### config.mk
export PLATFORM = sky130hd
export DESIGN_NAME = gray_conv_sched_flat
export DESIGN_NICKNAME = d
export VERILOG_FILES = /design/src/rtl/gray_conv_sched_pkg.sv /design/src/rtl/gray_conv_sched_if.sv /design/src/rtl/gray_conv_sched_rr_arb2.sv /design/src/rtl/gray_conv_sched.sv /design/src/flat_wrapper.sv
export SDC_FILE = /design/constraint.sdc
export NUM_CORES = 1
export LEC_CHECK = 0
export BUFFER_PORTS_ARGS = -buffer_cell sky130_fd_sc_hd__clkbuf_2
export CELL_PAD_IN_SITES_DETAIL_PLACEMENT = 0
export CELL_PAD_IN_SITES_GLOBAL_PLACEMENT = 1
export CORE_MARGIN = 4
export CORE_UTILIZATION = 25
export DETAILED_ROUTE_END_ITERATION = 7
export PLACE_DENSITY = 0.61
export SYNTH_ARGS = -nofsm -noshare
export SYNTH_HDL_FRONTEND = slang
export SYNTH_SLANG_ARGS = --single-unit
### constraint.sdc
create_clock -name clk -period 5.7 [get_ports clk]
set_input_delay 0.57 -clock clk [delete_from_list [all_inputs] [get_ports clk]]
set_output_delay 0.57 -clock clk [all_outputs]
set_load 0.03 [all_outputs]
### src/rtl/gray_conv_sched_pkg.sv
// ============================================================================
// Module   : gray_sched_pkg
// Brief    : Shared widths, source ids and in-flight tag type for gray_conv_sched.
// Revision : 1.0 - initial release
// ============================================================================
`default_nettype none

package gray_sched_pkg;

  localparam int PIX_W = 8;

  localparam logic SRC_LEFT  = 1'b0;
  localparam logic SRC_RIGHT = 1'b1;

  typedef struct packed {
    logic valid;
    logic src;
  } tag_t;

  function automatic logic other_src(input logic src);
    return (src == SRC_LEFT) ? SRC_RIGHT : SRC_LEFT;
  endfunction

endpackage

`default_nettype wire

### src/rtl/gray_conv_sched_if.sv
// ============================================================================
// Module   : gray_conv_sched_if
// Brief    : RGB pixel stream with valid/ready handshake from one camera source.
// Revision : 1.0 - initial release
// ============================================================================
`default_nettype none

interface gray_conv_sched_if;
  import gray_sched_pkg::*;

  logic [PIX_W-1:0] red;
  logic [PIX_W-1:0] green;
  logic [PIX_W-1:0] blue;
  logic             valid;
  logic             ready;

  modport master (output red, green, blue, valid, input ready);
  modport slave  (input red, green, blue, valid, output ready);

endinterface

`default_nettype wire

### src/rtl/gray_conv_sched_rr_arb2.sv
// ============================================================================
// Module   : rr_arb2
// Brief    : Two-way round-robin arbiter; grant is combinational on requests.
// Revision : 1.0 - initial release
// ============================================================================
`default_nettype none

module rr_arb2
  import gray_sched_pkg::*;
(
  input  logic       clk,
  input  logic       rst,
  input  logic [1:0] i_req,
  output logic [1:0] o_grant,
  output logic       o_grant_src,
  output logic       o_any_grant
);

  logic r_ptr;

  always_comb begin
    o_grant = 2'b00;
    case (i_req)
      2'b01:   o_grant = 2'b01;
      2'b10:   o_grant = 2'b10;
      2'b11:   o_grant = (r_ptr == SRC_RIGHT) ? 2'b10 : 2'b01;
      default: o_grant = 2'b00;
    endcase
  end

  assign o_grant_src = o_grant[1] ? SRC_RIGHT : SRC_LEFT;
  assign o_any_grant = |o_grant;

  // Any grant hands priority to the other source, contested or not.
  always_ff @(posedge clk or posedge rst) begin
    if (rst) begin
      r_ptr <= SRC_LEFT;
    end else if (o_any_grant) begin
      r_ptr <= other_src(o_grant_src);
    end
  end

endmodule

`default_nettype wire

### src/rtl/gray_conv_sched.sv
// ============================================================================
// Module   : gray_conv_sched
// Brief    : Shares one rgb2gray converter between two pixel streams, tags
//            in-flight pixels, routes results back and counts frame pixels.
// Revision : 1.0 - initial release
// ============================================================================
`default_nettype none

module gray_conv_sched
  import gray_sched_pkg::*;
#(
  parameter int CONV_LATENCY = 1,
  parameter int FRAME_PIXELS = 307200,
  parameter int CNT_W        = 19
) (
  input  logic              clk,
  input  logic              rst,
  input  logic              enable_i,
  gray_conv_sched_if.slave  s0,
  gray_conv_sched_if.slave  s1,
  output logic [PIX_W-1:0]  conv_red_o,
  output logic [PIX_W-1:0]  conv_green_o,
  output logic [PIX_W-1:0]  conv_blue_o,
  output logic              conv_done_o,
  input  logic [PIX_W-1:0]  conv_gray_i,
  input  logic              conv_done_i,
  output logic [PIX_W-1:0]  gray_o,
  output logic              gray_valid_o,
  output logic              gray_src_o,
  output logic [1:0]        frame_done_o,
  output logic              idle_o,
  output logic              err_o
);

  localparam logic [CNT_W-1:0] c_last_pix = CNT_W'(FRAME_PIXELS - 1);

  logic [1:0] w_req;
  logic [1:0] w_grant;
  logic       w_grant_src;
  logic       w_any_grant;

  logic       r_issue_src;
  tag_t       r_tag [CONV_LATENCY];
  tag_t       w_tail;
  logic       w_tags_busy;
  logic       w_collect;
  logic       w_mismatch;

  logic [CNT_W-1:0] r_cnt [2];

  // Requests are masked while in reset so no ready can escape during rst.
  assign w_req = {s1.valid, s0.valid} & {2{enable_i & ~rst}};

  rr_arb2 u_arb (
    .clk         (clk),
    .rst         (rst),
    .i_req       (w_req),
    .o_grant     (w_grant),
    .o_grant_src (w_grant_src),
    .o_any_grant (w_any_grant)
  );

  assign s0.ready = w_grant[0];
  assign s1.ready = w_grant[1];

  // Issue register: the granted pixel and its source travel together here,
  // so {conv_done_o, r_issue_src} is the entry point of the tag pipe.
  always_ff @(posedge clk or posedge rst) begin
    if (rst) begin
      conv_red_o   <= '0;
      conv_green_o <= '0;
      conv_blue_o  <= '0;
      conv_done_o  <= 1'b0;
      r_issue_src  <= SRC_LEFT;
    end else begin
      conv_done_o <= w_any_grant;
      if (w_any_grant) begin
        r_issue_src <= w_grant_src;
        if (w_grant_src == SRC_RIGHT) begin
          conv_red_o   <= s1.red;
          conv_green_o <= s1.green;
          conv_blue_o  <= s1.blue;
        end else begin
          conv_red_o   <= s0.red;
          conv_green_o <= s0.green;
          conv_blue_o  <= s0.blue;
        end
      end
    end
  end

  always_ff @(posedge clk or posedge rst) begin
    if (rst) begin
      for (int i = 0; i < CONV_LATENCY; i++) begin
        r_tag[i] <= '0;
      end
    end else begin
      r_tag[0] <= '{valid: conv_done_o, src: r_issue_src};
      for (int i = 1; i < CONV_LATENCY; i++) begin
        r_tag[i] <= r_tag[i-1];
      end
    end
  end

  assign w_tail     = r_tag[CONV_LATENCY-1];
  assign w_collect  = conv_done_i & w_tail.valid;
  assign w_mismatch = conv_done_i ^ w_tail.valid;

  always_comb begin
    w_tags_busy = 1'b0;
    for (int i = 0; i < CONV_LATENCY; i++) begin
      w_tags_busy = w_tags_busy | r_tag[i].valid;
    end
  end

  assign idle_o = rst | ~(conv_done_o | w_tags_busy | w_any_grant);

  // Result collection, per-source frame counting and sticky protocol error.
  always_ff @(posedge clk or posedge rst) begin
    if (rst) begin
      gray_o       <= '0;
      gray_valid_o <= 1'b0;
      gray_src_o   <= SRC_LEFT;
      frame_done_o <= 2'b00;
      err_o        <= 1'b0;
      r_cnt[0]     <= '0;
      r_cnt[1]     <= '0;
    end else begin
      gray_valid_o <= w_collect;
      frame_done_o <= 2'b00;
      if (w_mismatch) begin
        err_o <= 1'b1;
      end
      if (w_collect) begin
        gray_o     <= conv_gray_i;
        gray_src_o <= w_tail.src;
        if (r_cnt[w_tail.src] == c_last_pix) begin
          r_cnt[w_tail.src]        <= '0;
          frame_done_o[w_tail.src] <= 1'b1;
        end else begin
          r_cnt[w_tail.src] <= r_cnt[w_tail.src] + CNT_W'(1);
        end
      end
    end
  end

endmodule

`default_nettype wire

### src/flat_wrapper.sv
// flat-port wrapper written by rule: the top's interface ports become plain ports
module gray_conv_sched_flat import gray_sched_pkg::*;
#(
  parameter int CONV_LATENCY = 1,
  parameter int FRAME_PIXELS = 307200,
  parameter int CNT_W        = 19
)
  (clk, rst, enable_i, conv_red_o, conv_green_o, conv_blue_o, conv_done_o, conv_gray_i, conv_done_i, gray_o, gray_valid_o, gray_src_o, frame_done_o, idle_o, err_o, s0_red, s0_green, s0_blue, s0_valid, s0_ready, s1_red, s1_green, s1_blue, s1_valid, s1_ready);
  gray_conv_sched_if s0_i ();
  gray_conv_sched_if s1_i ();
  input  logic clk;
  input  logic rst;
  input  logic enable_i;
  output logic [PIX_W-1:0] conv_red_o;
  output logic [PIX_W-1:0] conv_green_o;
  output logic [PIX_W-1:0] conv_blue_o;
  output logic conv_done_o;
  input  logic [PIX_W-1:0] conv_gray_i;
  input  logic conv_done_i;
  output logic [PIX_W-1:0] gray_o;
  output logic gray_valid_o;
  output logic gray_src_o;
  output logic [1:0] frame_done_o;
  output logic idle_o;
  output logic err_o;
  input wire logic [$bits(s0_i.red)-1:0] s0_red;
  input wire logic [$bits(s0_i.green)-1:0] s0_green;
  input wire logic [$bits(s0_i.blue)-1:0] s0_blue;
  input wire logic [$bits(s0_i.valid)-1:0] s0_valid;
  output wire logic [$bits(s0_i.ready)-1:0] s0_ready;
  input wire logic [$bits(s1_i.red)-1:0] s1_red;
  input wire logic [$bits(s1_i.green)-1:0] s1_green;
  input wire logic [$bits(s1_i.blue)-1:0] s1_blue;
  input wire logic [$bits(s1_i.valid)-1:0] s1_valid;
  output wire logic [$bits(s1_i.ready)-1:0] s1_ready;
  assign s0_i.red = s0_red;
  assign s0_i.green = s0_green;
  assign s0_i.blue = s0_blue;
  assign s0_i.valid = s0_valid;
  assign s0_ready = s0_i.ready;
  assign s1_i.red = s1_red;
  assign s1_i.green = s1_green;
  assign s1_i.blue = s1_blue;
  assign s1_i.valid = s1_valid;
  assign s1_ready = s1_i.ready;
  gray_conv_sched #(.CONV_LATENCY(CONV_LATENCY), .FRAME_PIXELS(FRAME_PIXELS), .CNT_W(CNT_W)) u_core (.clk(clk), .rst(rst), .enable_i(enable_i), .s0(s0_i), .s1(s1_i), .conv_red_o(conv_red_o), .conv_green_o(conv_green_o), .conv_blue_o(conv_blue_o), .conv_done_o(conv_done_o), .conv_gray_i(conv_gray_i), .conv_done_i(conv_done_i), .gray_o(gray_o), .gray_valid_o(gray_valid_o), .gray_src_o(gray_src_o), .frame_done_o(frame_done_o), .idle_o(idle_o), .err_o(err_o));
endmodule
## Yosys cells after proc, flatten, opt, wreduce, memory -nomap -nowiden

Index checks and enable logic that the tools add are counted.

| operators by class | value |
|---|---|
| equality and inequality tests | 4 |
| mux-type cells | 18 |
| divide/modulo/power cells | 0 |
| reductions and logical operators | 3 |
| order comparisons | 4 |
| $mul | 0 |
| add/sub/neg operators | 1 |
| shift-type cells | 0 |
| bitwise gates (word level) | 12 |

Operators with widths:

| operator | count |
|---|---|
| 2-to-1 mux 19 bit | 4 |
| bitwise AND 38 bit | 1 |
| bitwise mux 38 bit | 1 |
| 2-to-1 mux 38 bit | 1 |
| NOT 38 bit | 1 |
| 2-to-1 mux 8 bit | 3 |
| adder 19 x 1 -> 19 bit (second input constant) | 1 |
| demux 19 bit (select 1 bit) | 1 |
| equality test 19 bit (second input constant) | 1 |
| 2-to-1 mux 2 bit | 3 |
| case mux 2 bit (3 select lines) | 1 |
| equality test 2 bit (second input constant) | 2 |
| 2-to-1 mux 1 bit | 3 |
| bitwise OR 1 bit | 3 |
| bitwise AND 1 bit | 2 |
| bitwise AND 2 bit | 1 |
| equality test 2 x 1 -> 1 bit (second input constant) | 1 |
| >= comparator 2 bit (second input constant) | 1 |
| logical AND 1 bit | 2 |
| less-than comparator 1 x 2 -> 1 bit (second input constant) | 1 |
| less-than comparator 2 x 1 -> 1 bit (second input constant) | 1 |
| NOT 1 bit | 2 |
| NOT 1 -> 2 bit | 1 |
| OR reduction 2 bit | 1 |
| 3 further kinds | 3 |

| word-level totals | value |
|---|---|
| output and inout port bits | 41 |
| logic and storage cells | 57 |
| ROM bits | 0 |
| memories kept | 0 |
| memory bits (writable) | 0 |
| latch bits | 0 |
| register bits after elaboration | 80 |
| bits of input ports | 62 |

## Longest topological paths before layout

| depth | value |
|---|---|
| depth after elaboration | 9 |
| depth in mapped cells | 10 |

## By module

A second synthesis with hierarchy kept.

| second synthesis, totals | value |
|---|---|
| cells, all modules | 376 |
| area total of the unflattened synthesis | 3,823.7 um^2 |

By module, submodules not included:

| module | area an instance (um^2) | sequential area each (um^2) | cells an instance | times used |
|---|---|---|---|---|
| gray_conv_sched | 3,752.3 | 1,976.9 | 367 | 1 |
| rr_arb2 | 71.3 | 25.0 | 9 | 1 |

## Worst setup path before layout

No wires, ideal clock.

| timing | value |
|---|---|
| kind | input to output |
| start point | in rst |
| end point | out idle_o |
| arrival time | 2.943 ns |
| stages | 2 |
| data required time | 5.130 ns |
| buffers on the path | 0 |
| path slack | 2.187 ns |
| path through | inv_1 o31ai_1 |

| on the way | value |
|---|---|
| word-level cells in the longest chain between the ends | 9 |

RTL lines:

| element | RTL line | source |
|---|---|---|
| start: declaration | flat_wrapper.sv:12 | `input logic rst;` |
| NOT 1 bit | gray_conv_sched.sv:52 | `assign w_req = {s1.valid, s0.valid} & {2{enable_i & ~rst}};` |
| bitwise AND 1 bit | gray_conv_sched.sv:52 |  |
| bitwise AND 2 bit | gray_conv_sched.sv:52 |  |
| equality test 2 bit or equality test 2 x 1 -> 1 bit (tied branches) | gray_conv_sched_rr_arb2.sv:23 | `case (i_req)` |
| case mux 2 bit (3 select lines) | gray_conv_sched_rr_arb2.sv:23 |  |
| OR reduction 2 bit | gray_conv_sched_rr_arb2.sv:32 | `assign o_any_grant = \|o_grant;` |
| bitwise OR 1 bit | gray_conv_sched.sv:116 | `assign idle_o = rst \| ~(conv_done_o \| w_tags_busy \| w_any_grant);` |
| NOT 1 bit | gray_conv_sched.sv:116 |  |
| bitwise OR 1 bit * | gray_conv_sched.sv:116 |  |
| end: declaration | flat_wrapper.sv:24 | `output logic idle_o;` |

Mark *: on every way between the ends. The rest lies on a longest branch, timed or not.

## Worst setup path after layout

| timing | value |
|---|---|
| start point | reg u_core.r_tag[0] (netlist bit) |
| end point | reg u_core.r_cnt[6] (netlist bit) |

| on the way | value |
|---|---|
| word-level cells in the longest chain between the ends | 8 |

RTL lines:

| element | RTL line | source |
|---|---|---|
| start: declaration | gray_conv_sched.sv:43 | `tag_t r_tag [CONV_LATENCY];` |
| start signal: indexed assignment | gray_conv_sched.sv:100 | `r_tag[i] <= r_tag[i-1];` |
| NOT 1 -> 2 bit (implied by the code) * | gray_conv_sched.sv:137, gray_conv_sched.sv:138, gray_conv_sched.sv:141 |  |
| branches (longest 6 deep; another with adder 19 x 1 -> 19 bit) | n/a |  |
| 2-to-1 mux 38 bit * | gray_conv_sched.sv:137 | `if (r_cnt[w_tail.src] == c_last_pix) begin` |
| end signal: indexed assignment | gray_conv_sched.sv:141 | `r_cnt[w_tail.src] <= r_cnt[w_tail.src] + CNT_W'(1);` |
| end: declaration | gray_conv_sched.sv:49 | `logic [CNT_W-1:0] r_cnt [2];` |

Every way passes the cells marked *. The select of a mux whose other input is x is not followed.
A chain may end at the register's enable or synchronous reset.

==> results.yml <==
status:
  status: "completed"
worst_setup_path:
  cp_max_fo: 35
  required_ns: 5.94
  end_kind: "flip-flop"
  cpPeakStageDelay_ns: 0.81
  cp_cell_sequence: "buf_4 > mux2_2 > ha_1 > nand4b_1 > a21oi_1 > nand3_1 > a21o_1 > a21o_1"
  cp.arrival_ns: 3.56
  cp_common_cell: "a21o_1"
  critPathKind: "flip-flop to flip-flop"
  r2r_setup_slack_ns: 2.38
  start_kind: "flip-flop"
  crit_family: "compound AO/OA/AOI/OAI gates"
  path_buf_inv: 1
  crit_slowest_cell: "nand3_1"
route:
  wire_per_inst_um: 14.3
  drcViolationCount: 0
  via_count: 3132
  drt_first_pass_iters: 5
  antenna_left: 0
  drtIter0Drc: 161
  vias_per_cell: 4.73
  totalWireLength_um: 9480
pwr:
  ir_worst_vdd_mv: 0.144
  p_leak_nw: 2.26
  power_density_nw_per_um2: 335
cts:
  cts_tree: "built"
  clkLatencyLatePin_ns: 0.34
  cts_root_buffer: "clkbuf_16"
  ctsResizeCount: 0
  cts_buffers: 9
  cts_setup_buffers: 0
  clock_path_buffers: 2
  path_clk_slew_ns: 0.07
  clock-sinks: 80
  htreeDepth: 3
  cts_hold_buffers: 0
timing:
  fmax_mhz: 301
  slew_headroom_pct: 22.9
  period_minus_slack_ns: 3.32
  setup_viol: 0
  timing.hold.ws_ns: 0.399
  skew_ns: 0.0115
  max_slew.worst_pin.slew_ns: 1.16
  tns_ns: 0
  fin_crit_sh_pct: 58.3
  hold_viol_final: 0
  grt_setup_unrepaired: "false"
  finalMaxSlewViolations: 0
placement:
  placement.io_buffers: 102
  hpwl_um: 6760
  routabilityCongestion: 0.821
  dp.cells: 646
synth:
  syn_nets: 441
  yosysSeqAreaShare_pct: 53.8
  ys.flop_type: "dfrtp_1"
  synth_edf_count: 0
  synth_area_leader_cell: "dfrtp_1"
  synthCells: 377
  avgSynthCellArea_sq_um: 9.87
  ys_types: 38
  synth_top_area_share_pct: 53.8
  async_reset_ff_share_pct: 100
  synth.area.top_cells: "dfrtp_1 54%, nand2_1 7.2%, a22oi_1 6.1%"
  syn_area_sq_um: 3720
  yosys_warnings: 0
  synth_seq_cells: 80
finish:
  nFillCells: 1517
  num_antenna_cells: 0
  final_cell_mix: "102 x clkbuf_2, 80 x dfrtp_1, 71 x nand2_1, 30 x a22oi_1, 18 x a21oi_1"
  drive_above_1_share_pct: 29.3
  finalNonFillerCells: 662
  area_growth_pct: 26.9
  nets: 537
  layout_commonest_cell: "clkbuf_2"
die:
  dieArea_sq_um: 16900
  die_w_um: 130
  start_util_pct: 25.6
  pin_count: 103
  die_y_um: 130
  rows: 44
  core_area_sq_um: 14500
global_route:
  grt_pass1_wl_um: 16000
  grt_max_degree: 81
  track_usage_pct: 11.9
  antenna_found_initial: 0
  grt-ovfl-total: 0
  grt_pass1_vias: 3286
job:
  cap_viol_max_count: 0
hold_path:
  min_path_type: "flip-flop to flip-flop"
## state kept, by name, indices dropped and copies added (netlist names), 2 cells and up
signal / flops
u_core.conv_blue_o: 8
u_core.conv_green_o: 8
u_core.conv_red_o: 8
u_core.frame_done_o: 2
u_core.gray_o: 8
u_core.r_cnt: 38
## report_power, final
group | total [mW] | internal [mW] | switching (mW)
clock | 0.587 | 0.344 | 0.243
sequential | 0.682 | 0.636 | 0.0465
combinational | 0.312 | 0.110 | 0.202
total | 1.58 | 1.09 | 0.491
## per-stage QoR
| stage | cell area (sq um) | utilization [%] | setup slack (ns) | power, mW |
|---|---|---|---|---|
| after floorplan | 3720 | - | 2.19 | 0.897 |
| after global placement | 4420 | 30.4 | 2.47 | 1.00 |
| after detailed placement | 4420 | 30.4 | 2.36 | 1.01 |
| after CTS | 4720 | 32.5 | 2.35 | 1.60 |
| after global routing | 4720 | 32.5 | 2.10 | 1.66 |
| final | 4720 | 32.5 | 2.38 | 1.58 |
## cell type report
class / instances / area, sq um / area share, %
Clock buffer: 9 / 225 / 4.77
Tap cell: 184 / 230 / 4.87
Multi-Input combinational cell: 262 / 1590 / 33.7
Timing Repair Buffer: 107 / 548 / 11.6
Inverter: 13 / 50.0 / 1.06
Clock inverter: 7 / 77.6 / 1.64
Sequential cell: 80 / 2000 / 42.4
## Yosys cell counts, drive strengths merged, types with 12 or more instances
cell type	number
nand3	17
nand2	71
mux2	13
inv	13
nor2	14
dfrtp	80
a22oi	30
o21ai	12
nand4	13
a21oi	18
clkbuf	17
## worst register-to-register path, stage by stage, from the launching register on
cell	delay, ns
dfrtp_1	0.36
buf_4	0.23
mux2_2	0.26
ha_1	0.20
nand4b_1	0.17
a21oi_1	0.67
nand3_1	0.81
a21o_1	0.37
a21o_1	0.17
## worst paths after layout
kind | from | end | cells past startpoint
max in group asynchronous | rst | u_core.r_cnt[33] | 3
setup reg to reg | u_core.r_tag[0] | u_core.r_cnt[6] | 8
hold reg to reg | u_core.r_issue_src | u_core.r_tag[0] | 0
hold / removal | u_core.r_issue_src | u_core.r_tag[0] | 0
min in group asynchronous | rst | u_core.r_cnt[0] | 3
setup / recovery | u_core.r_tag[0] | u_core.r_cnt[6] | 8
## logic make-up (layout without fill, tap and decap cells)
logic type | count (synthesis) | in the layout | share of synthesized area [%]
AO/OA/AOI/OAI | 78 | 78 | 13.6
AND/OR/NAND/NOR | 149 | 149 | 19.5
XOR/XNOR | 16 | 16 | 3.76
flip-flops | 80 | 80 | 53.8
buffers and inverters | 35 | 136 | 3.60
multiplexers | 17 | 17 | 5.01
adder cells (fa/ha/maj) | 2 | 2 | 0.672
## metal layers
| layer | track usage [%] | routed length [um] | up-vias |
|---|---|---|---|
| met4 | 4.34 | 142 | 0 |
| li1 | - | - | 1529 |
| met5 | 0 | 0 | - |
| met3 | 3.56 | 653 | 11 |
| met2 | 18.2 | 4230 | 115 |
| met1 | 16.2 | 4450 | 1477 |
No activity file was read; power rests on OpenSTA's default activity.
